`config.mk`:
```
export PLATFORM = sky130hd
export DESIGN_NAME = bf16_mul_seq
export DESIGN_NICKNAME = d
export VERILOG_FILES = /design/src/rtl/bf16_mul_seq.sv
export SDC_FILE = /design/constraint.sdc
export NUM_CORES = 1
export LEC_CHECK = 0
export ABC_AREA = 1
export CORE_ASPECT_RATIO = 1.25
export CORE_MARGIN = 2
export CORE_UTILIZATION = 40
export DETAILED_ROUTE_END_ITERATION = 8
export GPL_ROUTABILITY_DRIVEN = 0
export PLACE_DENSITY_LB_ADDON = 0.25
export SYNTH_ARGS = -nofsm -noshare
export SYNTH_HDL_FRONTEND = slang
export SYNTH_SLANG_ARGS = --single-unit
```
`constraint.sdc`:
```
create_clock -name clk -period 2.5 [get_ports clk]
set_input_delay 0.25 -clock clk [delete_from_list [all_inputs] [get_ports clk]]
set_output_delay 0.25 -clock clk [all_outputs]
set_load 0.05 [all_outputs]
```
`src/rtl/bf16_mul_seq.sv`:
```
// Sequential radix-2 shift-add bfloat16 multiplier: raw 16-bit significand product,
// sign, unbounded biased exponent and special-case flags, with valid/ready on both sides.
module bf16_mul_seq #(
    parameter int BIAS = 127,
    parameter int EXPW = 10
) (
    input  logic            clk,
    input  logic            rst,
    input  logic            in_valid,
    output logic            in_ready,
    input  logic [15:0]     a,
    input  logic [15:0]     b,
    output logic            out_valid,
    input  logic            out_ready,
    output logic            prod_sign,
    output logic [EXPW-1:0] prod_exp,
    output logic [15:0]     prod_mant,
    output logic            prod_zero,
    output logic            prod_inf,
    output logic            prod_nan
);

    typedef enum logic [1:0] {IDLE, MUL, DONE} state_t;

    state_t          state;
    logic [7:0]      ma, mb;
    logic            sign_q, nan_q, inf_q, zero_q;
    logic [EXPW-1:0] exp_q;
    logic [15:0]     acc;
    logic [2:0]      cnt;

    // Operand decode, evaluated only when the operands are accepted.
    logic [7:0]      ea, eb;
    logic [6:0]      fa, fb;
    logic            a_nan, b_nan, a_inf, b_inf, a_zero, b_zero;
    logic            is_nan, is_inf, is_zero;
    logic [EXPW-1:0] exp_sum;

    assign ea = a[14:7];
    assign eb = b[14:7];
    assign fa = a[6:0];
    assign fb = b[6:0];

    assign a_nan  = (ea == 8'hFF) && (fa != 7'd0);
    assign b_nan  = (eb == 8'hFF) && (fb != 7'd0);
    assign a_inf  = (ea == 8'hFF) && (fa == 7'd0);
    assign b_inf  = (eb == 8'hFF) && (fb == 7'd0);
    assign a_zero = (ea == 8'h00);
    assign b_zero = (eb == 8'h00);

    // Priority NaN > Inf > Zero keeps the three flags mutually exclusive.
    assign is_nan  = a_nan || b_nan || (a_inf && b_zero) || (b_inf && a_zero);
    assign is_inf  = !is_nan && (a_inf || b_inf);
    assign is_zero = !is_nan && !is_inf && (a_zero || b_zero);

    // Range is -127..381, so EXPW=10 bits of two's complement never wrap.
    assign exp_sum = EXPW'({2'b00, ea}) + EXPW'({2'b00, eb}) - EXPW'(BIAS);

    // One partial product per cycle; 0xFF*0xFF=0xFE01 so 16 bits never overflow.
    logic [15:0] addend, acc_next;
    assign addend   = mb[cnt] ? ({8'h00, ma} << cnt) : 16'h0000;
    assign acc_next = acc + addend;

    logic special;
    assign special = nan_q || inf_q || zero_q;

    // NOTE: all state, including operand latches and accumulator, uses non-blocking
    // assignments and is cleared by reset so an aborted multiply leaves nothing behind.
    always_ff @(posedge clk) begin
        if (rst) begin
            state     <= IDLE;
            in_ready  <= 1'b1;
            out_valid <= 1'b0;
            ma        <= '0;
            mb        <= '0;
            sign_q    <= 1'b0;
            exp_q     <= '0;
            nan_q     <= 1'b0;
            inf_q     <= 1'b0;
            zero_q    <= 1'b0;
            acc       <= '0;
            cnt       <= '0;
            prod_sign <= 1'b0;
            prod_exp  <= '0;
            prod_mant <= '0;
            prod_zero <= 1'b0;
            prod_inf  <= 1'b0;
            prod_nan  <= 1'b0;
        end else begin
            case (state)
                IDLE: begin
                    if (in_valid) begin
                        ma       <= {1'b1, fa};
                        mb       <= {1'b1, fb};
                        sign_q   <= a[15] ^ b[15];
                        exp_q    <= exp_sum;
                        nan_q    <= is_nan;
                        inf_q    <= is_inf;
                        zero_q   <= is_zero;
                        acc      <= '0;
                        cnt      <= '0;
                        in_ready <= 1'b0;
                        state    <= MUL;
                    end
                end
                MUL: begin
                    acc <= acc_next;
                    cnt <= cnt + 3'd1;
                    // The loop runs its full 8 cycles even for specials to keep latency fixed.
                    if (cnt == 3'd7) begin
                        prod_sign <= sign_q;
                        prod_exp  <= special ? '0 : exp_q;
                        prod_mant <= special ? 16'h0000 : acc_next;
                        prod_nan  <= nan_q;
                        prod_inf  <= inf_q;
                        prod_zero <= zero_q;
                        out_valid <= 1'b1;
                        state     <= DONE;
                    end
                end
                DONE: begin
                    if (out_ready) begin
                        out_valid <= 1'b0;
                        in_ready  <= 1'b1;
                        state     <= IDLE;
                    end
                end
                default: begin
                    state     <= IDLE;
                    in_ready  <= 1'b1;
                    out_valid <= 1'b0;
                end
            endcase
        end
    end

endmodule
```
==> results by group <==
Timing
  – Max-slew violation count: 0
  – Endpoints failing hold: 0
  – Max_slew headroom: 0.447
  – Setup-failing EPs final: 0
  – Worst-margin pin slew: 0.828 ns
  – Post-Route Skew: 0.00922 ns
  – Min Tclk post-route: 2.43 ns
  – RSZ-0062 raised after global routing: yes
  – Hold WS: 0.453 ns
  – Max Clk Rate: just over 400 MHz
  – Period utilization: 0.972

Worst setup path
  – Setup CP Type: flip-flop to flip-flop
  – Critical-path top delay cell: dfxtp_4
  – CP Buf/Inv Count: 6
  – Startpoint Class: flip-flop
  – CP max FO: 7
  – Crit path required time: 2.70 ns
  – Max incr delay on CP: 0.38 ns
  – Worst path most repeated cell: nand2_1
  – Critical Path Stages: 19
  – Critical path's top delay family: simple AND/OR/NAND/NOR gates
  – Worst Path Arrival: 2.63 ns
  – Crit. End Element: flip-flop
  – Crit path cell chain: buf_6, nand2_2, nor2_4, inv_2, o21ai_1, nand2_1, nand2_4, o21ai_1, inv_2, ha_4, nand2_2, inv_1, nand2_1, nand2_1, buf_4, inv_1, nand3b_1, nand3_1, a21oi_1
  – R2R cell count: 19

Power and ir drop
  – Total design power: 3.34 mW
  – Reg power frac: 0.417
  – NetSw: ~0.92 mW
  – Pwr dens: 510 nW/um^2
  – Max VDD drop: between 0.0003 and 0.0004 V
  – Clock Power Share: 0.415
  – Int Power: 2.41 mW
  – Sw Ratio: 0.277
  – Leakage: 2.83 nW
  – Logic gate share of total power: 0.168

Final layout
  – Most frequent cells in the layout: nand2_1 (153), nor2_1 (81), dfxtp_1 (80)
  – Final instance area: approximately 6500 sq um
  – Commonest non-fill, non-tap cell in the layout: nand2_1
  – Diodes inserted: 0
  – # fillers: 1071
  – Sequential cell area: 1650 sq um
  – Area grow syn2layout: 37.5%
  – Multi-input gate area: 3100 sq um
  – Fin nets: roughly 860
  – Layout Cells excl Fill: 960
  – Share of cells above drive strength 1: 0.196
  – Fin util: 0.563

Logic synthesis
  – Sequential area share after synthesis: 0.345
  – Cell count after synthesis: 706
  – Synth top area share: 0.345
  – Yosys cell types: 35
  – YS warnings: 0
  – Cell area after synthesis: about 4800 sq um
  – Seq cells post-synth: 82
  – Ranking of synthesized cells by area: dfxtp_1 (34%), nand2_1 (14%), ha_1 (8.4%)
  – Synth area leader: dfxtp_1
  – Syn_nets: 776
  – Synthesized area per cell: about 6.7 sq um

Place
  – Dpl cells: 936
  – Placed wire-length estimate: ~9300 microns
  – I/O Buffers: 67
  – Area after DPL: 5730 sq um

Clock tree
  – Root buffer cell: clkbuf_16
  – CTS tree: yes
  – Clock sink count: 82
  – CTS Buf Count: 9
  – Clock buffer depth: 2
  – H-tree levels: 3
  – Worst-path clk slew: approximately 0.06 ns
  – Clk Latency, worst-skew pair: 0.35 ns

Routing
  – First DRT Iteration DRCs: 183
  – Drt pass-1 iters: 5
  – Final WL: 13100 microns
  – Vias per cell: 5.09
  – Total number of vias: 4887
  – Detailed-route DRC error count: 0
  – Antenna Nets Post-Route: 0
  – Drt wl/cell: between 10 and 15 microns

GRT
  – Vias in the first global route: about 4.6k
  – First-pass GRT wire length: about 21000 microns
  – Gr ovfl total: 0
  – Global-route usage over all layers: 0.202
  – Largest net degree at the start of global routing: 60
  – Initial antenna violation count: 0

Run status
  – Status: completed

Worst hold path
  – Hold path depth: 2
  – Hold Path Class: flip-flop to flip-flop

Floorplan
  – Die area: 12800 sq um
  – Die width: 102 microns
  – Initial core utilization: 0.410
  – Boundary pin count: roughly 70
  – Row Count: 44
  – Die height: 126 microns
  – Core Region: about 12000 sq um

Flow run
  – Maxcap violations: 0
## layout make-up
type                            instances  share of cell area
Clock inverter                          6              0.0111
Inverter                               82              0.0478
Timing Repair Buffer                  105               0.148
Sequential cell                        82               0.252
Tap cell                              161              0.0308
Multi-Input combinational cell        514               0.474
Clock buffer                           10              0.0365
## tightest hold or removal path: cells and delay by family, from the launching register on
family,cells,cell delay [ns]
AO/OA/AOI/OAI,1,0.05
buffers and inverters,1,0.05
flip-flops,1,0.31
## stage by stage
step,setup WS [ns],TNS (ns)
2_1_floorplan,0.0645,0
3_3_place_gp,-0.0638,-0.359
6_report,0.0710,0
4_1_cts,-0.00681,-0.00681
3_5_place_dp,-0.142,-1.22
5_1_grt,-0.112,-0.916
## final timing paths
check / endpoint / start / slack [ns]
worst max-delay path: acc[10] / cnt[0] / 0.07
worst min-delay path: out_valid / out_valid / 0.45
worst max register to register: acc[10] / cnt[0] / 0.07
worst min register to register: out_valid / out_valid / 0.45
## timing repair
action | CTS | global route
buffers inserted | 0 | 8
resized for setup | 11 | 111
setup endpoints to repair | 22 | 26
pin swaps | 0 | 25
hold buffers | 0 | 0
## Yosys cell counts (all sizes together)
cell type  number
a211oi          2
a21o            2
a21oi          66
a22oi          12
buf            10
clkbuf         18
clkinv          1
dfxtp          82
fa              2
ha             32
inv            81
mux2i           2
nand2         179
nand3          42
nand3b          2
nand4           9
nor2           89
nor3            8
nor4            1
o211ai          1
o21a            3
o21ai          46
o22ai           2
or2             2
xnor2           3
xor2            9
## sequential cells by signal, summed over array words and instances, names as in the netlist
register,count
prod_mant,16
nan_q,1
acc,16
prod_zero,1
zero_q,1
state,2
prod_exp,10
prod_inf,1
prod_sign,1
in_ready,1
cnt,3
inf_q,1
sign_q,1
exp_q,10
prod_nan,1
ma,8
mb,7
out_valid,1
## power by group through the flow
stage,Combinational [mW],Clock [mW],Sequential (mW)
global route,0.627,1.48,1.40
floorplan,0.304,0,1.41
finish,0.560,1.38,1.39
CTS,0.489,1.41,1.39
global placement,0.473,0,1.41
detailed placement,0.480,0,1.42
## routing by layer
metal	track usage	share of wire	vias up
met3	0.0383	0.045	27
met4	0.0771	0.033	0
met5	0	0	-
met2	0.362	0.52	139
met1	0.234	0.40	2252
li1	-	-	2469
## kinds of logic after synthesis
kind of cell | count (synthesis) | share of synthesized area
AOI/OAI and AO/OA | 134 | 0.154
xor gates and xnor gates | 12 | 0.0221
adders and majority gates | 34 | 0.0925
buffers and inverters | 110 | 0.0920
DFF | 82 | 0.345
muxes | 2 | 0.00421
and+or+nand+nor | 332 | 0.291
Power figures use the tool's default switching activity.
